==> config.mk <==
export PLATFORM = sky130hd
export DESIGN_NAME = rx_frame_ctrl
export DESIGN_NICKNAME = d
export VERILOG_FILES = /design/src/rtl/rx_frame_ctrl.sv
export SDC_FILE = /design/constraint.sdc
export NUM_CORES = 1
export LEC_CHECK = 0
export BUFFER_PORTS_ARGS = -buffer_cell sky130_fd_sc_hd__buf_2
export CAP_MARGIN = 20
export CORE_MARGIN = 2
export CORE_UTILIZATION = 48
export DETAILED_ROUTE_END_ITERATION = 16
export PLACE_DENSITY = 0.88
export SLEW_MARGIN = 15
export SYNTH_ARGS = -nofsm -noshare
export SYNTH_HDL_FRONTEND = slang
export SYNTH_SLANG_ARGS = --single-unit
==> constraint.sdc <==
create_clock -name clk -period 2.35 [get_ports clk]
set_input_delay 0.3525 -clock clk [delete_from_list [all_inputs] [get_ports clk]]
set_output_delay 0.3525 -clock clk [all_outputs]
set_load 0.01 [all_outputs]
==> src/rtl/rx_frame_ctrl.sv <==
// rtl/rx_frame_ctrl.sv - RX sampler sequencing: gating, frame sync check, payload handoff, error counters
module rx_frame_ctrl #(
    parameter int                SAMPLE_W     = 80,
    parameter int                SYNC_W       = 8,
    parameter logic [SYNC_W-1:0] SYNC_PATTERN = 8'hA5,
    parameter int                HOLDOFF      = 40
) (
    input  logic                         clk,
    input  logic                         rst_n,
    input  logic                         enable,
    input  logic                         rx_signal,
    output logic                         sampler_signal,
    input  logic                         sampler_flag,
    input  logic [SAMPLE_W-1:0]          sampler_data,
    output logic [SAMPLE_W-SYNC_W-1:0]   frame_data,
    output logic                         frame_valid,
    input  logic                         frame_ready,
    output logic [7:0]                   sync_err_cnt,
    output logic [7:0]                   overrun_cnt
);

    localparam int          PAY_W     = SAMPLE_W - SYNC_W;
    localparam logic [7:0]  HOLD_LOAD = 8'(HOLDOFF - 1);

    typedef enum logic [2:0] {
        S_DRAIN   = 3'd0,
        S_IDLE    = 3'd1,
        S_ARMED   = 3'd2,
        S_CAPTURE = 3'd3,
        S_HOLDOFF = 3'd4
    } state_t;

    state_t     state, state_nx;
    logic       gate_open;
    logic [7:0] hold_cnt;

    logic [SYNC_W-1:0] sync_field;
    logic              frame_done;
    logic              sync_ok;
    logic              transfer;
    logic              load;
    logic              overrun;

    assign sync_field = sampler_data[SAMPLE_W-1 -: SYNC_W];
    assign frame_done = (state == S_CAPTURE) && !sampler_flag;
    assign sync_ok    = (sync_field == SYNC_PATTERN);
    assign transfer   = frame_valid && frame_ready;
    // A drain on the same edge frees the single entry for the incoming frame.
    assign load       = frame_done && sync_ok && (!frame_valid || frame_ready);
    assign overrun    = frame_done && sync_ok && frame_valid && !frame_ready;

    assign sampler_signal = rx_signal & gate_open;

    always_comb begin
        state_nx = state;
        case (state)
            S_DRAIN:   if (!sampler_flag) state_nx = S_IDLE;
            S_IDLE:    if (enable) state_nx = S_ARMED;
            S_ARMED: begin
                if (sampler_flag)  state_nx = S_CAPTURE;
                else if (!enable)  state_nx = S_IDLE;
            end
            S_CAPTURE: if (!sampler_flag) state_nx = S_HOLDOFF;
            S_HOLDOFF: if (hold_cnt == 8'd0) state_nx = enable ? S_ARMED : S_IDLE;
            default:   state_nx = S_DRAIN;
        endcase
    end

    always_ff @(posedge clk or negedge rst_n) begin
        if (!rst_n) begin
            state     <= S_DRAIN;
            gate_open <= 1'b0;
            hold_cnt  <= 8'd0;
        end else begin
            state     <= state_nx;
            // Gate follows the state one edge late.
            gate_open <= (state == S_ARMED) || (state == S_CAPTURE);
            if (frame_done)
                hold_cnt <= HOLD_LOAD;
            else if (state == S_HOLDOFF && hold_cnt != 8'd0)
                hold_cnt <= hold_cnt - 8'd1;
        end
    end

    always_ff @(posedge clk or negedge rst_n) begin
        if (!rst_n) begin
            frame_data  <= '0;
            frame_valid <= 1'b0;
        end else begin
            if (load) begin
                frame_data  <= sampler_data[PAY_W-1:0];
                frame_valid <= 1'b1;
            end else if (transfer) begin
                frame_valid <= 1'b0;
            end
        end
    end

    always_ff @(posedge clk or negedge rst_n) begin
        if (!rst_n) begin
            sync_err_cnt <= 8'd0;
            overrun_cnt  <= 8'd0;
        end else begin
            if (frame_done && !sync_ok && sync_err_cnt != 8'hFF)
                sync_err_cnt <= sync_err_cnt + 8'd1;
            if (overrun && overrun_cnt != 8'hFF)
                overrun_cnt <= overrun_cnt + 8'd1;
        end
    end

endmodule

# Word-level counts from Yosys, hierarchy flattened
# Cells that the tools add are included.
# totals
register_bits	101
latchBits	0
mem_bits_rw	0
rom_bits	0
inputBits	86
output_inout_bits	90
wordCells	57
memories	0
# classes
n_addsub	3
mul	0
div_mod_pow	0
n_lt_le_gt_ge	0
n_eq_ne	12
shifts	0
muxes	12
n_bitwise	1
n_reduce_logical	22
# ops
op	count
two-way mux 3 bit	6
adder 8 x 1 -> 8 bit (second input constant)	2
two-way mux 8 bit	2
!= test 8 bit (second input constant)	2
one-hot mux 3 bit (5 select lines)	1
logical AND 1 bit	10
== test 8 bit (second input constant)	1
logical NOT 8 bit	1
!= test 2 bit (second input constant)	4
nonzero test 8 bit	1
subtractor 8 x 1 -> 8 bit (second input constant)	1
== test 3 x 2 -> 1 bit (second input constant)	2
AND reduction 5 bit	1
logical NOT 1 bit	4
nonzero test 2 bit	2
== test 3 x 1 -> 1 bit (second input constant)	1
== test 3 bit (second input constant)	1
logical NOT 3 bit	1
!= test 3 bit (second input constant)	1
logical OR 1 bit	2
two-way mux 1 bit	2
two-way mux 2 bit	1
bitwise AND 1 bit	1

# Depth between registers and ports, before layout
# logic_depth
depth_word	6
mapped_depth	6
depth_no_buf	6

# Worst setup path before layout
# No wires, ideal clock.
# synth_path
kind	flip-flop to flip-flop
start	register state[1]
end	register hold_cnt[7]
setup_ns	0.120
t_arrival_ns	1.694
t_required_ns	2.230
path_slack_ns	0.536
path_stages_with_launch	6
n_path_buf	1
period_less_slack_ns	1.814
path_cell_list	dfrtp_1 -> clkbuf_2 -> or3b_2 -> a2111oi_4 -> a21oi_1 -> a31o_2
# synth_via
elab_chain_cells	3
elab_cells_between_ends	6
cone_classes	eq/ne (2); mux (1); reduce/logical (3)
# synth_rtl
item	line	rtl
start: declaration	33	state_t state, state_nx;
start signal: assignment	75	state <= state_nx;
== test 3 x 2 -> 1 bit / == test 3 bit (equally long branches)	45, 80	
logical AND 1 bit (on tied branches)	45, 80	
two-way mux 8 bit / nonzero test 2 bit (equally long branches)	--	
end signal: assignment	81	hold_cnt <= hold_cnt - 8'd1;
end: declaration	35	logic [7:0] hold_cnt;
# Several ways; a longest one is shown, not always the timed one.
# A chain may end at the register's enable or synchronous reset.

# Final worst setup path
# layout_path
start	register hold_cnt[0]
end	register state[1]
# layout_via
elab_chain_cells	3
# layout_rtl
item	line	rtl
logical NOT 8 bit	64	S_HOLDOFF: if (hold_cnt == 8'd0) state_nx = enable ? S_ARMED : S_IDLE;
!= test 2 bit (no line)	--	
AND reduction 5 bit (no line)	--	
# No other way between the ends.

==> impl_metrics.sql <==
INSERT INTO impl_metrics (metric_group, metric, value, unit) VALUES
('setup_path', 'worst-endpoint-required', '2630', 'ps'),
('power', 'share_comb_of_total_power', '15.5', '%'),
('cts', 'clock_tree.htree_level_count', '3', ''),
('power', 'leakage', '3.12', 'nW'),
('setup_path', 'data_arrival_time_at_the_worst_slack_endpoint', '2220', 'ps'),
('power', 'total_power', '3.64', 'mW'),
('synthesis', 'ys_types', '52', ''),
('placement', 'place_inst', '572', ''),
('synthesis', 'yosys_warning_count', '0', ''),
('floorplan', 'ioPinCount', '176', ''),
('synthesis', 'post_synthesis_area_per_instance', '14.3', 'um2'),
('floorplan', 'floorplan.core_area', '8640', 'um2'),
('synthesis', 'synth_cells', '296', ''),
('route', 'vias_per_cell', '5.20', ''),
('placement', 'post-dp-hpwl', '6760', 'um'),
('floorplan', 'floorplan.die_area', '9600', 'um2'),
('timing', 'timing.final.crit_period', '1940', 'ps'),
('global_route', 'first_global_vias', '3059', ''),
('route', 'postRouteAntennaNets', '0', ''),
('route', 'drt-wirelength-per-cell', '15.2', 'um'),
('route', 'first_pass_iters', '5', ''),
('cts', 'clock_insertion_delay_worst_skew', '360', 'ps'),
('cts', 'clkTransAtPathRegs', '110', 'ps'),
('synthesis', 'synth_seq_cells', '101', ''),
('global_route', 'largest_net_degree_at_the_start_of_global_routing', '73', ''),
('global_route', 'gr-usage-all-layers', '18.3', '%'),
('timing', 'setup_slack_of_the_critical_path_after_layout', '406', 'ps'),
('cts', 'cts_tree', 'done', ''),
('floorplan', 'effective_utilization_at_floorplan', '49.1', '%'),
('setup_path', 'critical_path_peak_fanout', '4', ''),
('route', 'detailed_route_via_count', '3062', ''),
('setup_path', 'path_class', 'reg2reg', ''),
('route', 'first_iter_violations', '52', ''),
('power', 'netSwitchingPower', '1.08', 'mW'),
('timing', 'max_clock_freq', '0.515', 'GHz'),
('cells_and_area', 'antenna-diode-count', '0', ''),
('floorplan', 'die_h', '98.0', 'um'),
('setup_path', 'critPathMaxStageDelay', '630', 'ps'),
('cells_and_area', 'area_growth', '28.3', '%'),
('cts', 'post_cts.resized_instances', '0', ''),
('timing', 'fin_skew', '14.7', 'ps'),
('setup_path', 'timing.critical_path.cells', 'inv_1, ha_1, nor2b_1, nand2_1, or4b_2, a21oi_1', ''),
('synthesis', 'sequential_to_total_area_share_from_yosys_stat', '59.6', '%'),
('timing', 'final_max_slew_viol_count', '0', ''),
('floorplan', 'horizontal_die_dimension', '98.0', 'um'),
('global_route', 'grt_antenna_before_repair', '0', ''),
('cells_and_area', 'finish.cell_count_without_fillers', '589', ''),
('timing', 'rsz_0062_raised_after_global_routing', 'false', ''),
('placement', 'place_area', '5250', 'um2'),
('synthesis', 'synth_area', '4240', 'um2'),
('global_route', 'grt_first_pass_wirelength', '14300', 'um'),
('power', 'fraction_of_power_consumed_by_the_clock_network', '27.9', '%'),
('cells_and_area', 'layout.cells.most_common', 'sky130_fd_sc_hd__buf_2', ''),
('setup_path', 'timing.critical_path.from_type', 'flip-flop', ''),
('synthesis', 'synth_nets', '386', ''),
('route', 'remaining_drc_errors', '0', ''),
('power', 'peakVddDrop', '555', 'uV'),
('cells_and_area', 'final_layout_size_suffix_gt1_share', '55.5', '%'),
('timing', 'period_share', '82.7', '%'),
('synthesis', 'synth-edff-count', '0', ''),
('route', 'route.final.wire_length', '8960', 'um'),
('cts', 'clock_tree.buffer_depth', '2', ''),
('min_path', 'min-delay-path-class', 'in2reg', ''),
('floorplan', 'rows', '34', ''),
('placement', 'place.port_buffers', '175', ''),
('timing', 'timing.slew.headroom', '60.4', '%'),
('cells_and_area', 'fin_area', '5440', 'um2'),
('status', 'status', 'complete, no violations', ''),
('timing', 'timing.setup.tns', '0', 'ps'),
('setup_path', 'critPathCaptureType', 'flip-flop', ''),
('power', 'swShare', '29.6', '%');
==> synth_stat cells (all sizes together), types with 2 or more instances <==
| cell type | n | area, um2 |
|---|---|---|
| dfrtp | 101 | 2530 |
| mux2 | 75 | 845 |
| nand2 | 12 | 47.6 |
| nor2 | 11 | 41.3 |
| buf | 8 | 40.0 |
| xor2 | 8 | 70.1 |
| a21oi | 7 | 35.0 |
| nor2b | 6 | 37.5 |
| nor3 | 5 | 36.3 |
| a31oi | 4 | 25.0 |
| ha | 4 | 50.1 |
| nand3 | 4 | 20.0 |
| nand4bb | 4 | 77.6 |
| nor4 | 3 | 40.0 |
| o21ai | 3 | 15.0 |
| or4 | 3 | 26.3 |
| a211oi | 2 | 15.0 |
| a21o | 2 | 15.0 |
| a41oi | 2 | 17.5 |
| clkbuf | 2 | 8.75 |
| inv | 2 | 7.51 |
| mux2i | 2 | 20.0 |
| nand4 | 2 | 12.5 |
| nor3b | 2 | 15.0 |
| or2 | 2 | 12.5 |
| xnor2 | 2 | 17.5 |
==> area by class of cell <==
type	instances	area, um2	share of cell area [%]
repair buffers	179	936	17.2
clock inverters	7	55.1	1.01
well taps	108	135	2.48
flip-flops and latches	101	2530	46.4
inverters	2	7.51	0.138
clock buffers	9	124	2.28
multi-input cells	183	1660	30.5
==> metal layers <==
| metal | vias up | GRT usage (%) | wire, um |
|---|---|---|---|
| met5 | - | 0 | 0 |
| met4 | 0 | 4.49 | 97 |
| met3 | 12 | 5.08 | 607 |
| met2 | 117 | 32.9 | 4770 |
| met1 | 1504 | 21.7 | 3480 |
| li1 | 1429 | - | - |
==> through the flow <==
step / utilization, % / hold WS (ps)
2_1_floorplan: - / 56.9
3_3_place_gp: 60.8 / 392
3_5_place_dp: 60.8 / 401
4_1_cts: 63.0 / 181
5_1_grt: 63.0 / 181
6_report: 63.0 / 199
==> path summary, 6_finish.rpt <==
check,from,to,slack [ps],cells past startpoint
max in group asynchronous,rst_n,frame_data[68]$_DFFE_PN0P_,1070,3
worst max-delay path,hold_cnt[0]$_DFFE_PN0P_,state[1]$_DFFE_PN0P_,410,6
worst max register to register,hold_cnt[0]$_DFFE_PN0P_,state[1]$_DFFE_PN0P_,410,6
worst min register to register,frame_data[36]$_DFFE_PN0P_,frame_data[36]$_DFFE_PN0P_,490,1
min in group asynchronous,rst_n,frame_data[4]$_DFFE_PN0P_,550,2
worst min-delay path,sampler_data[8],frame_data[8]$_DFFE_PN0P_,200,2
==> repair_timing <==
| item | in CTS | in global routing |
|---|---|---|
| setup buffers | 0 | 0 |
| hold buffers | 1 | 0 |
| endpoints found under the hold margin | 3 | 0 |
==> worst max-delay path, delay by kind of cell (launching register included) <==
| kind | cells | cell delay, ps |
|---|---|---|
| and+or+nand+nor | 3 | 1100 |
| DFF | 1 | 410 |
| adders and majority gates | 1 | 140 |
| AOI/OAI and AO/OA | 1 | 140 |
| buffers and inverters | 1 | 90 |
==> logic make-up (layout without fill, tap and decap cells) <==
group | count (synthesis) | count (layout) | synth area share (%)
buf+inv | 12 | 197 | 1.33
compound gates | 28 | 28 | 4.87
simple gates | 64 | 64 | 10.6
fa+ha+maj | 4 | 4 | 1.18
xor+xnor | 10 | 10 | 2.07
mux | 77 | 77 | 20.4
flops | 101 | 101 | 59.6
==> power groups by stage <==
stage | Clock, mW | Combinational, mW | Sequential (mW)
after CTS | 1.04 | 0.574 | 2.06
final | 1.01 | 0.565 | 2.06
after floorplan | 0 | 0.359 | 2.05
after global placement | 0 | 0.544 | 2.07
after global routing | 1.12 | 0.628 | 2.09
after detailed placement | 0 | 0.572 | 2.09
==> registers in the layout, indices dropped and copies added, names as in the netlist <==
name	count
sync_err_cnt	8
state	3
hold_cnt	8
frame_data	72
overrun_cnt	8
frame_valid	1
gate_open	1
(Power assumes the default switching activity.)
